===== src/rtl/stopwatch_pkg.sv =====
// Shared types and constants for the stopwatch BCD paths.
// No logic; constants, types and one digit helper only.
// Not applicable (no handshake).
package stopwatch_pkg;

  localparam int DIGITS_C = 6;
  localparam int TIME_W_C = 20;
  localparam int IDX_W_C  = 3;

  typedef logic [3:0] bcd_t;

  typedef enum logic {
    EDIT = 1'b0,
    CONV = 1'b1
  } entry_state_t;

  // Decimal digit increment with 9 -> 0 wrap.
  function automatic bcd_t bcd_inc(input bcd_t d);
    return (d == 4'd9) ? 4'd0 : d + 4'd1;
  endfunction

endpackage


===== src/rtl/bcd_time_entry_if.sv =====
// Key pulses in, edit digits and converted preset out.
// Wires only; all timing lives in bcd_time_entry.
// Keys are plain pulses; no backpressure on this path.
interface bcd_time_entry_if
  import stopwatch_pkg::*;
#(
  parameter int TIME_W = TIME_W_C
);

  logic              key_sel;
  logic              key_inc;
  logic              key_load;
  bcd_t              ones;
  bcd_t              tens;
  bcd_t              hundreds;
  bcd_t              thousands;
  bcd_t              ten_thousands;
  bcd_t              hun_thousands;
  logic [IDX_W_C-1:0] sel_idx;
  logic [TIME_W-1:0] t_preset;
  logic              preset_valid;
  logic              busy;

  // Key source side (keypad / debouncer).
  modport master (
    output key_sel, key_inc, key_load,
    input  ones, tens, hundreds, thousands, ten_thousands, hun_thousands,
    input  sel_idx, t_preset, preset_valid, busy
  );

  // Entry block side.
  modport slave (
    input  key_sel, key_inc, key_load,
    output ones, tens, hundreds, thousands, ten_thousands, hun_thousands,
    output sel_idx, t_preset, preset_valid, busy
  );

endinterface


===== src/rtl/bcd_time_entry_mac10.sv =====
// Combinational multiply-by-ten plus one BCD digit: y = acc*10 + d.
// Zero latency.
// No handshake; pure function of its inputs.
module mac10
  import stopwatch_pkg::*;
#(
  parameter int W = TIME_W_C
) (
  input  logic [W-1:0] acc,
  input  bcd_t         d,
  output logic [W-1:0] y,
  output logic         ovf
);

  logic [W+3:0] acc_x;
  logic [W+3:0] wide;

  // Shift-add times ten in a 4-bit-wider intermediate, then truncate.
  always_comb begin
    acc_x = {4'b0000, acc};
    wide  = (acc_x << 3) + (acc_x << 1) + {{W{1'b0}}, d};
  end

  assign y   = wide[W-1:0];
  assign ovf = |wide[W+3:W];

endmodule


===== src/rtl/bcd_time_entry.sv =====
// Six-digit BCD preset editor with sequential Horner conversion to binary.
// Conversion takes DIGITS cycles after key_load; result and pulse registered.
// Keys are ignored (not queued) while busy; no other backpressure.
module bcd_time_entry
  import stopwatch_pkg::*;
#(
  parameter int DIGITS = DIGITS_C,
  parameter int TIME_W = TIME_W_C
) (
  input  logic          clk,
  input  logic          KEY2,
  bcd_time_entry_if.slave bus
);

  localparam logic [IDX_W_C-1:0] LAST_IDX = IDX_W_C'(DIGITS - 1);

  entry_state_t       state_q, state_d;
  bcd_t               digit_q [DIGITS];
  bcd_t               digit_d [DIGITS];
  logic [IDX_W_C-1:0] sel_q, sel_d;
  logic [IDX_W_C-1:0] cnt_q, cnt_d;
  logic [TIME_W-1:0]  acc_q, acc_d;
  logic [TIME_W-1:0]  preset_q, preset_d;
  logic               valid_q, valid_d;
  logic [TIME_W-1:0]  mac_y;
  logic               mac_ovf;

  // Digits stay frozen during CONV, so they feed the MAC directly.
  mac10 #(.W(TIME_W)) u_mac10 (
    .acc (acc_q),
    .d   (digit_q[cnt_q]),
    .y   (mac_y),
    .ovf (mac_ovf)
  );

  // State and datapath registers; reset aborts any conversion in flight.
  always_ff @(posedge clk or negedge KEY2) begin
    if (!KEY2) begin
      state_q  <= EDIT;
      sel_q    <= '0;
      cnt_q    <= '0;
      acc_q    <= '0;
      preset_q <= '0;
      valid_q  <= 1'b0;
      for (int i = 0; i < DIGITS; i++) digit_q[i] <= '0;
    end else begin
      state_q  <= state_d;
      sel_q    <= sel_d;
      cnt_q    <= cnt_d;
      acc_q    <= acc_d;
      preset_q <= preset_d;
      valid_q  <= valid_d;
      digit_q  <= digit_d;
    end
  end

  // Next state: key editing in EDIT (load wins), one digit per cycle in CONV.
  always_comb begin
    state_d  = state_q;
    sel_d    = sel_q;
    cnt_d    = cnt_q;
    acc_d    = acc_q;
    preset_d = preset_q;
    valid_d  = 1'b0;
    digit_d  = digit_q;
    case (state_q)
      EDIT: begin
        if (bus.key_load) begin
          acc_d   = '0;
          cnt_d   = LAST_IDX;
          state_d = CONV;
        end else begin
          // Increment uses the pre-advance index when both keys coincide.
          if (bus.key_inc) digit_d[sel_q] = bcd_inc(digit_q[sel_q]);
          if (bus.key_sel) sel_d = (sel_q == LAST_IDX) ? '0 : sel_q + IDX_W_C'(1);
        end
      end
      CONV: begin
        acc_d = mac_y;
        cnt_d = cnt_q - IDX_W_C'(1);
        if (cnt_q == '0) begin
          preset_d = mac_y;
          valid_d  = 1'b1;
          state_d  = EDIT;
        end
      end
      default: state_d = EDIT;
    endcase
  end

  // Width rule (10^DIGITS - 1 < 2^TIME_W) means the MAC never carries out.
  assert property (@(posedge clk) disable iff (!KEY2) !(state_q == CONV && mac_ovf));

  assign bus.ones          = digit_q[0];
  assign bus.tens          = digit_q[1];
  assign bus.hundreds      = digit_q[2];
  assign bus.thousands     = digit_q[3];
  assign bus.ten_thousands = digit_q[4];
  assign bus.hun_thousands = digit_q[5];
  assign bus.sel_idx       = sel_q;
  assign bus.t_preset      = preset_q;
  assign bus.preset_valid  = valid_q;
  assign bus.busy          = (state_q == CONV);

endmodule

===== src/flat_wrapper.sv =====
// flat-port wrapper written by rule: the top's interface ports become plain ports
module bcd_time_entry_flat import stopwatch_pkg::*;
#(
  parameter int DIGITS = DIGITS_C,
  parameter int TIME_W = TIME_W_C
)
  (clk, KEY2, bus_key_sel, bus_key_inc, bus_key_load, bus_ones, bus_tens, bus_hundreds, bus_thousands, bus_ten_thousands, bus_hun_thousands, bus_sel_idx, bus_t_preset, bus_preset_valid, bus_busy);
  bcd_time_entry_if #(.TIME_W(TIME_W)) bus_i ();
  input  logic clk;
  input  logic KEY2;
  input wire logic [$bits(bus_i.key_sel)-1:0] bus_key_sel;
  input wire logic [$bits(bus_i.key_inc)-1:0] bus_key_inc;
  input wire logic [$bits(bus_i.key_load)-1:0] bus_key_load;
  output wire logic [$bits(bus_i.ones)-1:0] bus_ones;
  output wire logic [$bits(bus_i.tens)-1:0] bus_tens;
  output wire logic [$bits(bus_i.hundreds)-1:0] bus_hundreds;
  output wire logic [$bits(bus_i.thousands)-1:0] bus_thousands;
  output wire logic [$bits(bus_i.ten_thousands)-1:0] bus_ten_thousands;
  output wire logic [$bits(bus_i.hun_thousands)-1:0] bus_hun_thousands;
  output wire logic [$bits(bus_i.sel_idx)-1:0] bus_sel_idx;
  output wire logic [$bits(bus_i.t_preset)-1:0] bus_t_preset;
  output wire logic [$bits(bus_i.preset_valid)-1:0] bus_preset_valid;
  output wire logic [$bits(bus_i.busy)-1:0] bus_busy;
  assign bus_i.key_sel = bus_key_sel;
  assign bus_i.key_inc = bus_key_inc;
  assign bus_i.key_load = bus_key_load;
  assign bus_ones = bus_i.ones;
  assign bus_tens = bus_i.tens;
  assign bus_hundreds = bus_i.hundreds;
  assign bus_thousands = bus_i.thousands;
  assign bus_ten_thousands = bus_i.ten_thousands;
  assign bus_hun_thousands = bus_i.hun_thousands;
  assign bus_sel_idx = bus_i.sel_idx;
  assign bus_t_preset = bus_i.t_preset;
  assign bus_preset_valid = bus_i.preset_valid;
  assign bus_busy = bus_i.busy;
  bcd_time_entry #(.DIGITS(DIGITS), .TIME_W(TIME_W)) u_core (.clk(clk), .KEY2(KEY2), .bus(bus_i));
endmodule

===== config.mk =====
export PLATFORM = sky130hd
export DESIGN_NAME = bcd_time_entry_flat
export DESIGN_NICKNAME = d
export VERILOG_FILES = /design/src/rtl/stopwatch_pkg.sv /design/src/rtl/bcd_time_entry_if.sv /design/src/rtl/bcd_time_entry_mac10.sv /design/src/rtl/bcd_time_entry.sv /design/src/flat_wrapper.sv
export SDC_FILE = /design/constraint.sdc
export NUM_CORES = 1
export LEC_CHECK = 0
export CORE_MARGIN = 5
export CORE_UTILIZATION = 32
export CTS_CLUSTER_SIZE = 24
export DETAILED_ROUTE_END_ITERATION = 8
export DONT_BUFFER_PORTS = 1
export GPL_TIMING_DRIVEN = 0
export SLEW_MARGIN = 20
export SYNTH_ARGS = -nofsm -noshare
export SYNTH_HDL_FRONTEND = slang
export SYNTH_SLANG_ARGS = --single-unit

===== constraint.sdc =====
create_clock -name clk -period 3.4 [get_ports clk]
set_input_delay 0.68 -clock clk [delete_from_list [all_inputs] [get_ports clk]]
set_output_delay 0.68 -clock clk [all_outputs]
set_load 0.005 [all_outputs]

==> results.json <==
{
  "status": "finished, violations left",
  "violations": "negative setup slack",
  "layout-drive-gt1-share_pct": 19.9,
  "cp_num_buf_inv": 3,
  "r2r_cells": 13,
  "drc": 0,
  "gr-usage-met2_pct": 22.6,
  "ys_ff_latch": 71,
  "cts_tree": "built",
  "place_hpwl_um": 7850,
  "final_area_sq_mm": 0.00505,
  "cp_num_cells": 13,
  "startpoint": "u_core.cnt_q[0]",
  "grt_setup_unrepaired": "yes",
  "fin_util_pct": 38.3,
  "clkLatencyLatePin_ns": 0.34,
  "synth_area_leaders": "dfrtp_1, ha_1, mux2_2",
  "relSlewSlack_pct": 33.1,
  "critPathTopFamily": "compound AO/OA/AOI/OAI gates",
  "use_met1_pct": 17.4,
  "r2r-end": "u_core.acc_q[9]",
  "routabilityCongestion": 0.878,
  "postPlaceCellArea_sq_mm": 0.00451,
  "arrival_ns": 3.71,
  "synth_enable_flop_cells": 0,
  "cts_root_buf": "clkbuf_16",
  "r2r-start": "u_core.cnt_q[0]",
  "tns_ns": -0.257,
  "seq_area_sq_mm": 0.00178,
  "wl_per_cell_um": 17.8,
  "gr-total-overflow": 0,
  "async_flop_share_pct": 100,
  "path_cells": "buf_6, mux4_2, a21oi_2, fa_1, inv_1, ha_1, a21o_1, and4_4, o21a_1, buf_6, o21a_1, or3_4, a32o_1",
  "cp_max_fo": 3,
  "grtUsageTotal_pct": 14.3,
  "cp-end-kind": "flop",
  "grt_use_met3_pct": 6.52,
  "synth_common_cells": "dfrtp_1, nand2_1, ha_1, o21ai_0, mux2_2",
  "htreeDepth": 3,
  "synthCells": 405,
  "synth_nets": 448,
  "row_count": 42,
  "synth-seq-area-share_pct": 41.5,
  "cap_violations": 0,
  "diodes": 0,
  "p_total_mw": 5.49,
  "nets": 470,
  "grt_pass1_wl_um": 17900,
  "syn_area_per_cell_sq_um": 10.6,
  "hold_viol": 0,
  "clk_pin_slew_ns": 0.06,
  "dieArea_sq_mm": 0.0158,
  "critPathSlowestCell": "mux4_2",
  "post-synth-top-count-cell": "dfrtp_1",
  "multi_input_comb_area_sq_mm": 0.00248,
  "finalNonFillerCells": 608,
  "worst-r2r-setup-slack_ns": -0.07,
  "area_delta_synth_final_pct": 18.2,
  "clk_path_buf_depth": 2,
  "critPathLaunchType": "flop",
  "yosysWarnings": 0,
  "slowest_delay_ns": 0.52,
  "drtPass1Iterations": 4,
  "antenna_left": 0,
  "io_pins": 54,
  "period_needed_ns": 3.47,
  "dp.cells": 581,
  "hold_ws_ns": 0.0310,
  "clock_skew_ns": 0.00689,
  "post-route-period-util_pct": 102,
  "setup_viol_count_final": 5,
  "worstMarginPinSlew_ns": 0.995,
  "initialDrtViolationCount": 182,
  "vdd_drop_max_v": 0.000304,
  "cts_sinks": 71,
  "yosysTopAreaCell": "dfrtp_1",
  "endpoint": "u_core.acc_q[9]",
  "grt_max_degree": 72,
  "p_per_area_mw_per_mm2": 1090,
  "routed_wl_um": 10800,
  "die_h_um": 126,
  "port_buffers": 0,
  "netlist_area_sq_mm": 0.00428,
  "setup_ws_ns": -0.0749,
  "grt_pass1_vias": 3344,
  "busiest_layer": "met2",
  "antenna_found_initial": 0,
  "cellLeakagePower_nw": 2.33,
  "core_area_sq_mm": 0.0132,
  "synth_cell_types": 60,
  "die_w_um": 126,
  "viasPerCell": 5.26,
  "via_count": 3198,
  "fillers": 1284,
  "cts_buffers": 9,
  "fmax_mhz": 288,
  "initial_core_util_pct": 32.4,
  "synth_top_area_share_pct": 41.5,
  "post-place-ws_ns": -0.358,
  "slew_viol_final": 0,
  "cp.required_ns": 3.63,
  "synth_flop_cell": "dfrtp_1",
  "hp-class": "input pin to async pin",
  "path_class": "flop to flop"
}
[state kept, by name, indices dropped and copies added, names as in the netlist, 4 cells and up]
name / count
u_core.bus.ones: 4
u_core.bus.hundreds: 4
u_core.acc_q: 19
u_core.bus.t_preset: 20
u_core.bus.tens: 4
u_core.bus.hun_thousands: 4
u_core.bus.ten_thousands: 4
u_core.bus.thousands: 4
[layout make-up]
| class | instances | share of cell area, % |
|---|---|---|
| Tap cell | 176 | 4.36 |
| Sequential cell | 71 | 35.2 |
| Timing Repair Buffer | 11 | 1.86 |
| Clock inverter | 6 | 2.13 |
| Buffer | 17 | 1.61 |
| Multi-Input combinational cell | 302 | 49.0 |
| Inverter | 15 | 1.11 |
| Clock buffer | 10 | 4.73 |
[power by group]
part           internal [mW]  switching [mW]  total (mW)
clock                  0.734           0.370        1.10
combinational           1.25            1.62        2.87
sequential              1.18           0.337        1.52
[logic make-up after synthesis]
family,share of synthesized area (%)
xor gates and xnor gates,3.25
DFF,41.5
buffers and inverters,3.04
AOI/OAI and AO/OA,15.3
and+or+nand+nor,12.1
muxes,13.3
adders and majority gates,11.5
[cells in the final DEF (no fill, tap or decap), types with 8 or more instances in the layout]
master,count
nand2_1,50
o21ai_0,21
clkbuf_1,12
a21oi_1,16
mux2i_1,10
clkbuf_16,9
dfrtp_1,71
nor2_1,14
inv_1,13
xnor2_1,8
nand3_1,8
mux2_2,29
o21ai_1,9
buf_4,8
ha_1,36
[routing by layer]
metal / wire [um] / up-vias
met1: 4710 / 1590
met5: 0 / -
li1: - / 1530
met4: 86 / 0
met2: 5080 / 71
met3: 964 / 7
[worst min path at each step]
stage,cells past startpoint,from,slack [ns],to
3_5_place_dp,0,KEY2,0.39,u_core.bus.t_preset[12]
3_3_place_gp,0,KEY2,0.39,u_core.bus.t_preset[11]
4_1_cts,0,KEY2,0.02,u_core.acc_q[8]
2_1_floorplan,0,KEY2,0.38,u_core.acc_q[0]
6_report,0,KEY2,0.03,u_core.acc_q[6]
5_1_grt,0,KEY2,0.01,u_core.acc_q[8]
[timing repair]
item                                    CTS  global route
resized for setup                        19            14
pin swaps                                11            16
setup buffers                             9             2
endpoints found under the setup margin   15            21
hold buffers                              0             0
Power figures use the tool's default switching activity.
